## config.mk

```make
export PLATFORM = sky130hd
export DESIGN_NAME = nibble_serial_adder
export DESIGN_NICKNAME = d
export VERILOG_FILES = /design/src/rtl/nibble_serial_adder.sv
export SDC_FILE = /design/constraint.sdc
export NUM_CORES = 1
export LEC_CHECK = 0
export ABC_AREA = 1
export CAP_MARGIN = 20
export CELL_PAD_IN_SITES_DETAIL_PLACEMENT = 1
export CELL_PAD_IN_SITES_GLOBAL_PLACEMENT = 1
export CORE_ASPECT_RATIO = 0.8
export CORE_MARGIN = 8
export CORE_UTILIZATION = 34
export CTS_CLUSTER_DIAMETER = 50
export CTS_CLUSTER_SIZE = 12
export DETAILED_ROUTE_END_ITERATION = 6
export GPL_ROUTABILITY_DRIVEN = 0
export GPL_TIMING_DRIVEN = 0
export PLACE_DENSITY_LB_ADDON = 0.1
export SLEW_MARGIN = 20
export SYNTH_ARGS = -nofsm -noshare
export SYNTH_HDL_FRONTEND = slang
export SYNTH_SLANG_ARGS = --single-unit
```

## constraint.sdc

```tcl
create_clock -name clk -period 3.9 [get_ports clk]
set_clock_uncertainty 0.1 [all_clocks]
set_input_delay 0.975 -clock clk [delete_from_list [all_inputs] [get_ports clk]]
set_output_delay 0.975 -clock clk [all_outputs]
set_load 0.05 [all_outputs]
```

## src/rtl/nibble_serial_adder.sv

```systemverilog
// Multi-cycle adder: one 4-bit carry-lookahead slice, LSB nibble first.
// Optional subtract mode: define NIBBLE_SERIAL_ADDER_SUB_EN.
module nibble_serial_adder #(
   parameter int WIDTH = 32
) (
   input  logic             clk,
   input  logic             rst,
   input  logic             in_valid,
   output logic             in_ready,
   input  logic [WIDTH-1:0] a,
   input  logic [WIDTH-1:0] b,
   input  logic             cin,
`ifdef NIBBLE_SERIAL_ADDER_SUB_EN
   input  logic             sub,
`endif
   output logic             out_valid,
   input  logic             out_ready,
   output logic [WIDTH-1:0] sum,
   output logic             cout,
   output logic             overflow,
   output logic             zero
);

   localparam int NIB = WIDTH / 4;
   localparam int CW  = $clog2(NIB);

   typedef enum logic [1:0] {
      IDLE = 2'd0,
      RUN  = 2'd1,
      DONE = 2'd2
   } state_t;

   state_t           r_state;
   state_t           w_nstate;
   logic [WIDTH-1:0] r_a;
   logic [WIDTH-1:0] r_b;
   logic             r_carry;
   logic [CW-1:0]    r_cnt;
   logic [WIDTH-1:0] r_sum;
   logic             r_cout;
   logic             r_ovf;
   logic             r_zero;

   logic             w_sub;
   logic [WIDTH-1:0] w_bin;
   logic [3:0]       w_an;
   logic [3:0]       w_bn;
   logic [3:0]       w_g;
   logic [3:0]       w_p;
   logic [4:0]       w_c;
   logic [3:0]       w_s;
   logic             w_last;
   logic [WIDTH-1:0] w_fin;

`ifdef NIBBLE_SERIAL_ADDER_SUB_EN
   assign w_sub = sub;
`else
   assign w_sub = 1'b0;
`endif

   assign w_bin = w_sub ? ~b : b;

   assign w_an = r_a[3:0];
   assign w_bn = r_b[3:0];
   assign w_g  = w_an & w_bn;
   assign w_p  = w_an | w_bn;

   assign w_c[0] = r_carry;
   assign w_c[1] = w_g[0] | (w_p[0] & r_carry);
   assign w_c[2] = w_g[1] | (w_p[1] & w_g[0])
                 | (w_p[1] & w_p[0] & r_carry);
   assign w_c[3] = w_g[2] | (w_p[2] & w_g[1])
                 | (w_p[2] & w_p[1] & w_g[0])
                 | (w_p[2] & w_p[1] & w_p[0] & r_carry);
   assign w_c[4] = w_g[3] | (w_p[3] & w_g[2])
                 | (w_p[3] & w_p[2] & w_g[1])
                 | (w_p[3] & w_p[2] & w_p[1] & w_g[0])
                 | (w_p[3] & w_p[2] & w_p[1] & w_p[0] & r_carry);
   assign w_s = w_an ^ w_bn ^ w_c[3:0];

   assign w_last = (r_cnt == CW'(NIB - 1));
   // The vacated top of r_a collects result nibbles, so sum stays stable in RUN
   assign w_fin  = {w_s, r_a[WIDTH-1:4]};

   always_ff @(posedge clk or posedge rst) begin
      if (rst) r_state <= IDLE;
      else     r_state <= w_nstate;
   end

   always_comb begin
      w_nstate  = r_state;
      in_ready  = 1'b0;
      out_valid = 1'b0;
      case (r_state)
         IDLE: begin
            in_ready = 1'b1;
            if (in_valid) w_nstate = RUN;
         end
         RUN: begin
            if (w_last) w_nstate = DONE;
         end
         DONE: begin
            out_valid = 1'b1;
            if (out_ready) w_nstate = IDLE;
         end
         default: w_nstate = IDLE;
      endcase
   end

   always_ff @(posedge clk or posedge rst) begin
      if (rst) begin
         r_a     <= '0;
         r_b     <= '0;
         r_carry <= 1'b0;
         r_cnt   <= '0;
         r_sum   <= '0;
         r_cout  <= 1'b0;
         r_ovf   <= 1'b0;
         r_zero  <= 1'b0;
      end else begin
         case (r_state)
            IDLE: begin
               if (in_valid) begin
                  r_a     <= a;
                  r_b     <= w_bin;
                  r_carry <= w_sub | cin;
                  r_cnt   <= '0;
               end
            end
            RUN: begin
               r_a     <= w_fin;
               r_b     <= {4'b0000, r_b[WIDTH-1:4]};
               r_carry <= w_c[4];
               r_cnt   <= r_cnt + CW'(1);
               if (w_last) begin
                  r_sum  <= w_fin;
                  r_cout <= w_c[4];
                  r_ovf  <= w_c[3] ^ w_c[4];
                  r_zero <= ~|w_fin;
               end
            end
            default: ;
         endcase
      end
   end

   assign sum      = r_sum;
   assign cout     = r_cout;
   assign overflow = r_ovf;
   assign zero     = r_zero;

endmodule

```

# Word-level counts from Yosys, hierarchy flattened
# Cells that the tools add are included.
# Widths: inputs -> output; s select.
# op_classes
n_addsub	1
eq_ne	6
n_mux	14
bitwise_logic	31
reduce_logical	7
# op_table
cell	n
$pmux 32 s2	2
$mux 32	2
$reduce_or 32->1	1
$and 1x1->1	16
$or 1x1->1	10
$xor 4x4->4	2
$mux 2	3
$ne 2x2->1 const B	3
$pmux 2 s3	1
$pmux 3 s2	1
$and 4x4->4	1
$or 4x4->4	1
$reduce_and 2->1	2
$add 3x1->3 const B	1
$eq 3x3->1 const B	1
$mux 1	3
$mux 3	1
$reduce_and 3->1	1
$eq 2x1->1 const B	1
$eq 2x2->1 const B	1
$logic_not 2->1	1
$pmux 1 s2	1
$reduce_bool 2->1	1
$logic_not 1->1	1
$xor 1x1->1	1
# totals
ff_bits	105
inputBits	69

# Longest topological paths before layout
# Gate-level depths: netlist (run 1).
# logic_depth
word_depth	8
mapped_depth	10
mapped_depth_nobuf	10

# Least setup slack after synthesis (run 1)
# OpenSTA, ideal clock, no wires.
# synth_timing
path_type	register to output
from	register r_state[0]
to	output port out_valid
arrival_ps	1394
required_ps	2825
path_slack_ps	1431
path_stages_with_launch	4
path_buffers	2
cell_sequence	dfrtp_1 -> buf_2 -> buf_1 -> nor2_1
# synth_between
elab_chain_cells	2
# synth_lines
item	line_no	text
start: declaration	33	state_t r_state;
start signal: assignment	87	else r_state <= w_nstate;
$eq 2x2->1	94	case (r_state)
$mux 1	94	
end: declaration	16	output logic out_valid,
# No other way between the ends.

# Worst setup path after layout (run 1)
# layout_timing
from	register r_state[0]
to	output port in_ready
# layout_between
elab_chain_cells	2
# layout_lines
item	line_no	text
$logic_not 2->1	94	
$mux 1	94	
end: declaration	9	output logic in_ready,
# No other way between the ends.

==> flow_metrics.env, run 1 <==
export IMPL_die_w_um=150
export IMPL_ios=106
export IMPL_reg2reg_from="r_cnt[0]"
export IMPL_rows=39
export IMPL_io_buffers=105
export IMPL_dieArea_sq_um=18400
export IMPL_grt_usage_pct=17.3
export IMPL_fin_crit_ps=3290
export IMPL_grt_pass1_vias=4758
export IMPL_synth_common_cells="o21ai_0 (124), dfrtp_1 (105), nand2_1 (79)"
export IMPL_p_per_area_nw_per_um2=930
export IMPL_ir_drop_mv=0.308
export IMPL_fp_dieH_um=123
export IMPL_overflow=0
export IMPL_diodes=0
export IMPL_clock_latency_ps=350
export IMPL_fmax_mhz=304
export IMPL_drtIter0Drc=150
export IMPL_nets=765
export IMPL_async_flop_share_pct=100
export IMPL_max_cap_violations=0
export IMPL_rr_worst_depth=5
export IMPL_post_cts_buffers=0
export IMPL_setup_violations=0
export IMPL_finalHoldViolations=0
export IMPL_synth_cell_types=24
export IMPL_crit_arrival_ps=2210
export IMPL_cts_tree="done"
export IMPL_holdCritPathClass="reg -> reg"
export IMPL_ys_top_cells_by_area="dfrtp_1 (54%), o21ai_0 (13%), nand2_1 (6.1%)"
export IMPL_ant_nets=0
export IMPL_synth_warnings=0
export IMPL_synth_ff_type="dfrtp_1"
export IMPL_finalInstanceArea_sq_um=6530
export IMPL_syn_inst=567
export IMPL_synth_top_area_cell="dfrtp_1"
export IMPL_vias=4347
export IMPL_clkSlewWorstSetupHoldPaths_ps=70
export IMPL_cts_resized=0
export IMPL_critical_path_class="reg -> out"
export IMPL_tightest_slew_ps=678
export IMPL_clockBufferDepth=2
export IMPL_dp_slack_ps=965
export IMPL_leakage_uw=0.00297
export IMPL_synth_most_common_cell="o21ai_0"
export IMPL_core_area_sq_um=14200
export IMPL_syn_avg_cell_area_sq_um=8.57
export IMPL_drv_slew=0
export IMPL_area_delta_synth_final_pct=34.3
export IMPL_cts_root_buf="clkbuf_16"
export IMPL_synth_edf_count=0
export IMPL_hold_start="sum[15]"
export IMPL_syn_area_sq_um=4860
export IMPL_crit_start="r_state[0]"
export IMPL_clock_sinks=105
export IMPL_slew_headroom_pct=54.8
export IMPL_worst_ep_required_time_ps=2820
export IMPL_start_kind="flip-flop"
export IMPL_cp_end_kind="output pin"
export IMPL_ys_seq_area_share_pct=54.1
export IMPL_grt_pass1_wl_um=25100
export IMPL_hold_slack_ps=380
export IMPL_synth_fp_nets=648
export IMPL_rsz0062_at_grt="no"
export IMPL_reg2reg_slack_ps=1850
export IMPL_vias_per_cell=4.98
export IMPL_firstDrtPassIters=4
export IMPL_drt_wl_total_um=15600
export IMPL_endpoint="in_ready"
export IMPL_cts_max_level=3
export IMPL_ys_seq_elements=105
export IMPL_dpl_instance_area_sq_um=6170
export IMPL_drive_gt1_share_pct=6.68
export IMPL_timing_rr_end="cout"
export IMPL_start_util_pct=34.4
export IMPL_hold_buffers=0
export IMPL_antenna_found_initial=0
export IMPL_dp_hpwl_um=11800
export IMPL_cts_buffers=9
export IMPL_route_detailed_drc=0
export IMPL_status="finished clean"
export IMPL_crit_fanout=8
export IMPL_layout_setup_ws_ps=612
export IMPL_grt_max_degree=74
export IMPL_synth_top_cell_area_share_pct=54.1
export IMPL_wl_per_cell_um=17.9
export IMPL_fin_crit_sh_pct=84.3
==> layer usage <==
layer	share of wire (%)	track usage, %	up-vias
met2	48	28.6	53
li1	-	-	2087
met3	2.7	3.33	11
met5	0	0	-
met1	49	23.2	2196
met4	0.85	3.99	0
==> worst max-delay path, cell delays in order, from the launching register on <==
cell and delay, ps:
dfrtp_1 360, buf_2 160, nor2_1 430, clkdlybuf4s50_1 910
==> registers in the layout, indices dropped and copies added (netlist names) <==
signal and cells:
sum 32, zero 1, overflow 1, r_state 2
r_a 32, cout 1, r_carry 1, r_b 32
r_cnt 3
==> through the flow <==
stage	std cells	power [uW]	setup TNS [ps]	util [%]
3_5_place_dp	857	5010	0	43.6
3_3_place_gp	856	4900	-184410	43.4
5_1_grt	873	6530	0	46.1
6_report	873	6070	0	46.1
2_1_floorplan	567	3930	0	-
4_1_cts	873	6120	0	46.1
==> cell type report <==
class / count / area (sq um)
fill: 1692 / 7620
timing repair buffer: 106 / 1080
multi-input combinational: 354 / 1800
clock inverter: 6 / 113
clock buffer: 10 / 239
inverter: 77 / 294
tap: 184 / 230
buffer: 31 / 144
sequential: 105 / 2630
==> how the worst min path moves through the flow <==
stage               end  slack, ps  cells past startpoint
6_report        sum[15]        380                      2
3_5_place_dp    sum[13]        370                      2
2_1_floorplan  r_cnt[0]        350                      1
5_1_grt         sum[18]        410                      2
4_1_cts        r_cnt[0]        390                      1
3_3_place_gp    sum[13]        360                      2
==> layout by cell type, fill, tap and decap left out <==
| cell type | n |
|---|---|
| o21ai_0 | 124 |
| dfrtp_1 | 105 |
| clkdlybuf4s50_1 | 105 |
| nand2_1 | 79 |
| inv_1 | 73 |
| a21oi_1 | 41 |
| nor2_1 | 33 |
| nand3_1 | 20 |
| o21ai_1 | 20 |
| clkbuf_1 | 17 |
| ha_1 | 11 |
| buf_2 | 10 |
| a21oi_2 | 10 |
| clkbuf_16 | 9 |
| o22ai_1 | 5 |
| inv_2 | 3 |
| inv_6 | 3 |
| bufinv_16 | 3 |
| nand2_2 | 2 |
| buf_6 | 2 |
| a22o_1 | 2 |
| o21bai_1 | 2 |
| buf_1 | 2 |
| nand2_4 | 1 |
| o211ai_1 | 1 |
| nand4_1 | 1 |
| o31ai_1 | 1 |
| fa_1 | 1 |
| clkinv_2 | 1 |
| clkbuf_8 | 1 |
| buf_16 | 1 |
==> cell families (layout without fill, tap and decap cells) <==
family	after synthesis	after routing	synth area share [%]
buf+inv	108	230	8.91
compound gates	206	206	22.5
fa+ha+maj	12	12	3.24
flops	105	105	54.1
simple gates	136	136	11.3
==> where the power goes <==
part | switching [uW] | internal, uW | total (uW) | leakage [uW]
Sequential | 269 | 1610 | 1880 | 0.00128
Combinational | 2090 | 1020 | 3120 | 0.00152
Clock | 426 | 649 | 1080 | 0.000173
Total | 2790 | 3280 | 6070 | 0.00297
Note: power is estimated with default switching activity, not from simulation.
==> inputs of run 2 (changes only) <==
- CORE_UTILIZATION: 34 -> 38
- clock period: 3.9 -> 3.3 ns (I/O delays scaled with it)
==> run 2 against run 1 <==
Via count fell by 0.30%. Non-clock buffer count rose by 3. Global-route usage increased by 1.7 points. Utilization rose by 5.1 points. Critical path type unchanged. Largest cell class unchanged.
==> flow_metrics.env, run 2 (same netlist as run 1, synthesis figures left out) <==
export IMPL_status="finished clean"
export IMPL_rsz0062_at_grt="no"
export IMPL_overflow=0
export IMPL_dp_hpwl_um=12000
export IMPL_nets=768
export IMPL_hold_slack_ps=385
export IMPL_grt_pass1_vias=4678
export IMPL_clkSlewWorstSetupHoldPaths_ps=70
export IMPL_grt_pass1_wl_um=24700
export IMPL_ios=106
export IMPL_clockBufferDepth=2
export IMPL_critical_path_class="reg -> out"
export IMPL_stdcell_count=867
export IMPL_cp_depth=4
export IMPL_fin_util_pct=51.2
export IMPL_reg2reg_from="r_cnt[0]"
export IMPL_drtIter0Drc=235
export IMPL_cts_tree="done"
export IMPL_final_common_cell="o21ai_0"
export IMPL_hold_end="sum[13]"
export IMPL_grt_max_degree=30
export IMPL_route_detailed_drc=0
export IMPL_cts_resized=0
export IMPL_crit_arrival_ps=2170
export IMPL_tightest_slew_ps=659
export IMPL_ant_nets=0
export IMPL_hold_depth=2
export IMPL_leakage_uw=0.00295
export IMPL_dieArea_sq_um=16700
export IMPL_die_w_um=142
export IMPL_cts_buffers=9
export IMPL_drt_wl_total_um=15400
export IMPL_cts_root_buf="clkbuf_16"
export IMPL_post_cts_buffers=0
export IMPL_rows=37
export IMPL_clock_sinks=105
export IMPL_wl_per_cell_um=17.7
export IMPL_reg2reg_slack_ps=1380
export IMPL_fill_cells=1526
export IMPL_fmax_mhz=323
export IMPL_critical_path_top_delay_family="buffers and inverters"
export IMPL_crit_fanout=10
export IMPL_fin_crit_ps=3100
export IMPL_worst_ep_required_time_ps=2370
export IMPL_setup_violations=0
export IMPL_final_setup_tns_ps=0
export IMPL_holdCritPathClass="reg -> reg"
export IMPL_core_area_sq_um=12700
export IMPL_drive_gt1_share_pct=6.94
export IMPL_p_per_area_nw_per_um2=1060
export IMPL_area_delta_synth_final_pct=33.6
export IMPL_final_cell_mix="o21ai_0 (124), dfrtp_1 (105), clkdlybuf4s50_1 (105)"
export IMPL_hold_start="sum[13]"
export IMPL_fp_dieH_um=117
export IMPL_timing_rr_end="r_state[1]"
export IMPL_cp_slowest_stage_delay_ps=830
export IMPL_rr_worst_depth=5
export IMPL_multiInputGateArea_sq_um=1800
export IMPL_firstDrtPassIters=4
export IMPL_cts_max_level=3
export IMPL_ir_drop_mv=0.467
export IMPL_antenna_found_initial=0
export IMPL_seqCellArea_sq_um=2630
export IMPL_path_buf_inv=3
export IMPL_cp_slowest_cell="clkdlybuf4s50_1"
export IMPL_slew_headroom_pct=56.1
export IMPL_start_kind="flip-flop"
export IMPL_clock_latency_ps=340
export IMPL_vias_per_cell=5.00
export IMPL_vias=4334
export IMPL_finalHoldViolations=0
export IMPL_drv_slew=0
export IMPL_grt_usage_pct=19.0
export IMPL_io_buffers=105
export IMPL_start_util_pct=38.3
export IMPL_hold_buffers=0
export IMPL_path_cells="buf_2, buf_1, nor2_1, clkdlybuf4s50_1"
export IMPL_max_cap_violations=0
export IMPL_cp_end_kind="output pin"
export IMPL_fin_crit_sh_pct=93.9
export IMPL_dp_cells=851
export IMPL_diodes=0
[run 2: worst reg2reg max path, stage by stage, from the launching register on]
cell      delay [ps]
dfrtp_1          400
ha_1             210
ha_1             210
nand3_1          290
clkbuf_1         440
o31ai_1          140
[run 2: worst max path at each step]
stage	start	end	slack, ps
3_5_place_dp	in_valid	r_a[13]	530
2_1_floorplan	r_state[0]	out_valid	980
4_1_cts	r_state[0]	in_ready	170
3_3_place_gp	rst	r_b[28]	-10
5_1_grt	r_state[0]	out_valid	90
6_report	r_state[0]	out_valid	200
[run 2: cell type report]
type | instances | share of cell area, %
buffer | 31 | 2.22
clock buffer | 10 | 3.53
clock inverter | 6 | 0.655
inverter | 77 | 4.51
multi-input combinational | 354 | 27.7
sequential | 105 | 40.5
tap | 175 | 3.37
timing repair buffer | 109 | 17.5
[run 2: layer usage]
| metal | wire [um] | vias to the layer above | GRT usage (%) |
|---|---|---|---|
| met5 | 0 | - | 0 |
| met4 | 135 | 0 | 4.10 |
| met3 | 641 | 11 | 4.05 |
| met2 | 7470 | 77 | 32.0 |
| met1 | 7110 | 2150 | 24.9 |
| li1 | - | 2096 | - |
[run 2: report_power, final]
part | internal, uW | switching (uW) | total, uW
Sequential | 1910 | 322 | 2230
Clock | 516 | 495 | 1010
Combinational | 1210 | 2460 | 3670
[run 2: stage by stage]
step	cell area, sq um	worst slack (ps)	total power [uW]
after floorplan	4860	981	4640
after global placement	6130	-10.3	5760
after detailed placement	6220	525	5940
after CTS	6490	171	6980
after global routing	6490	92.4	7460
final	6490	200	6910
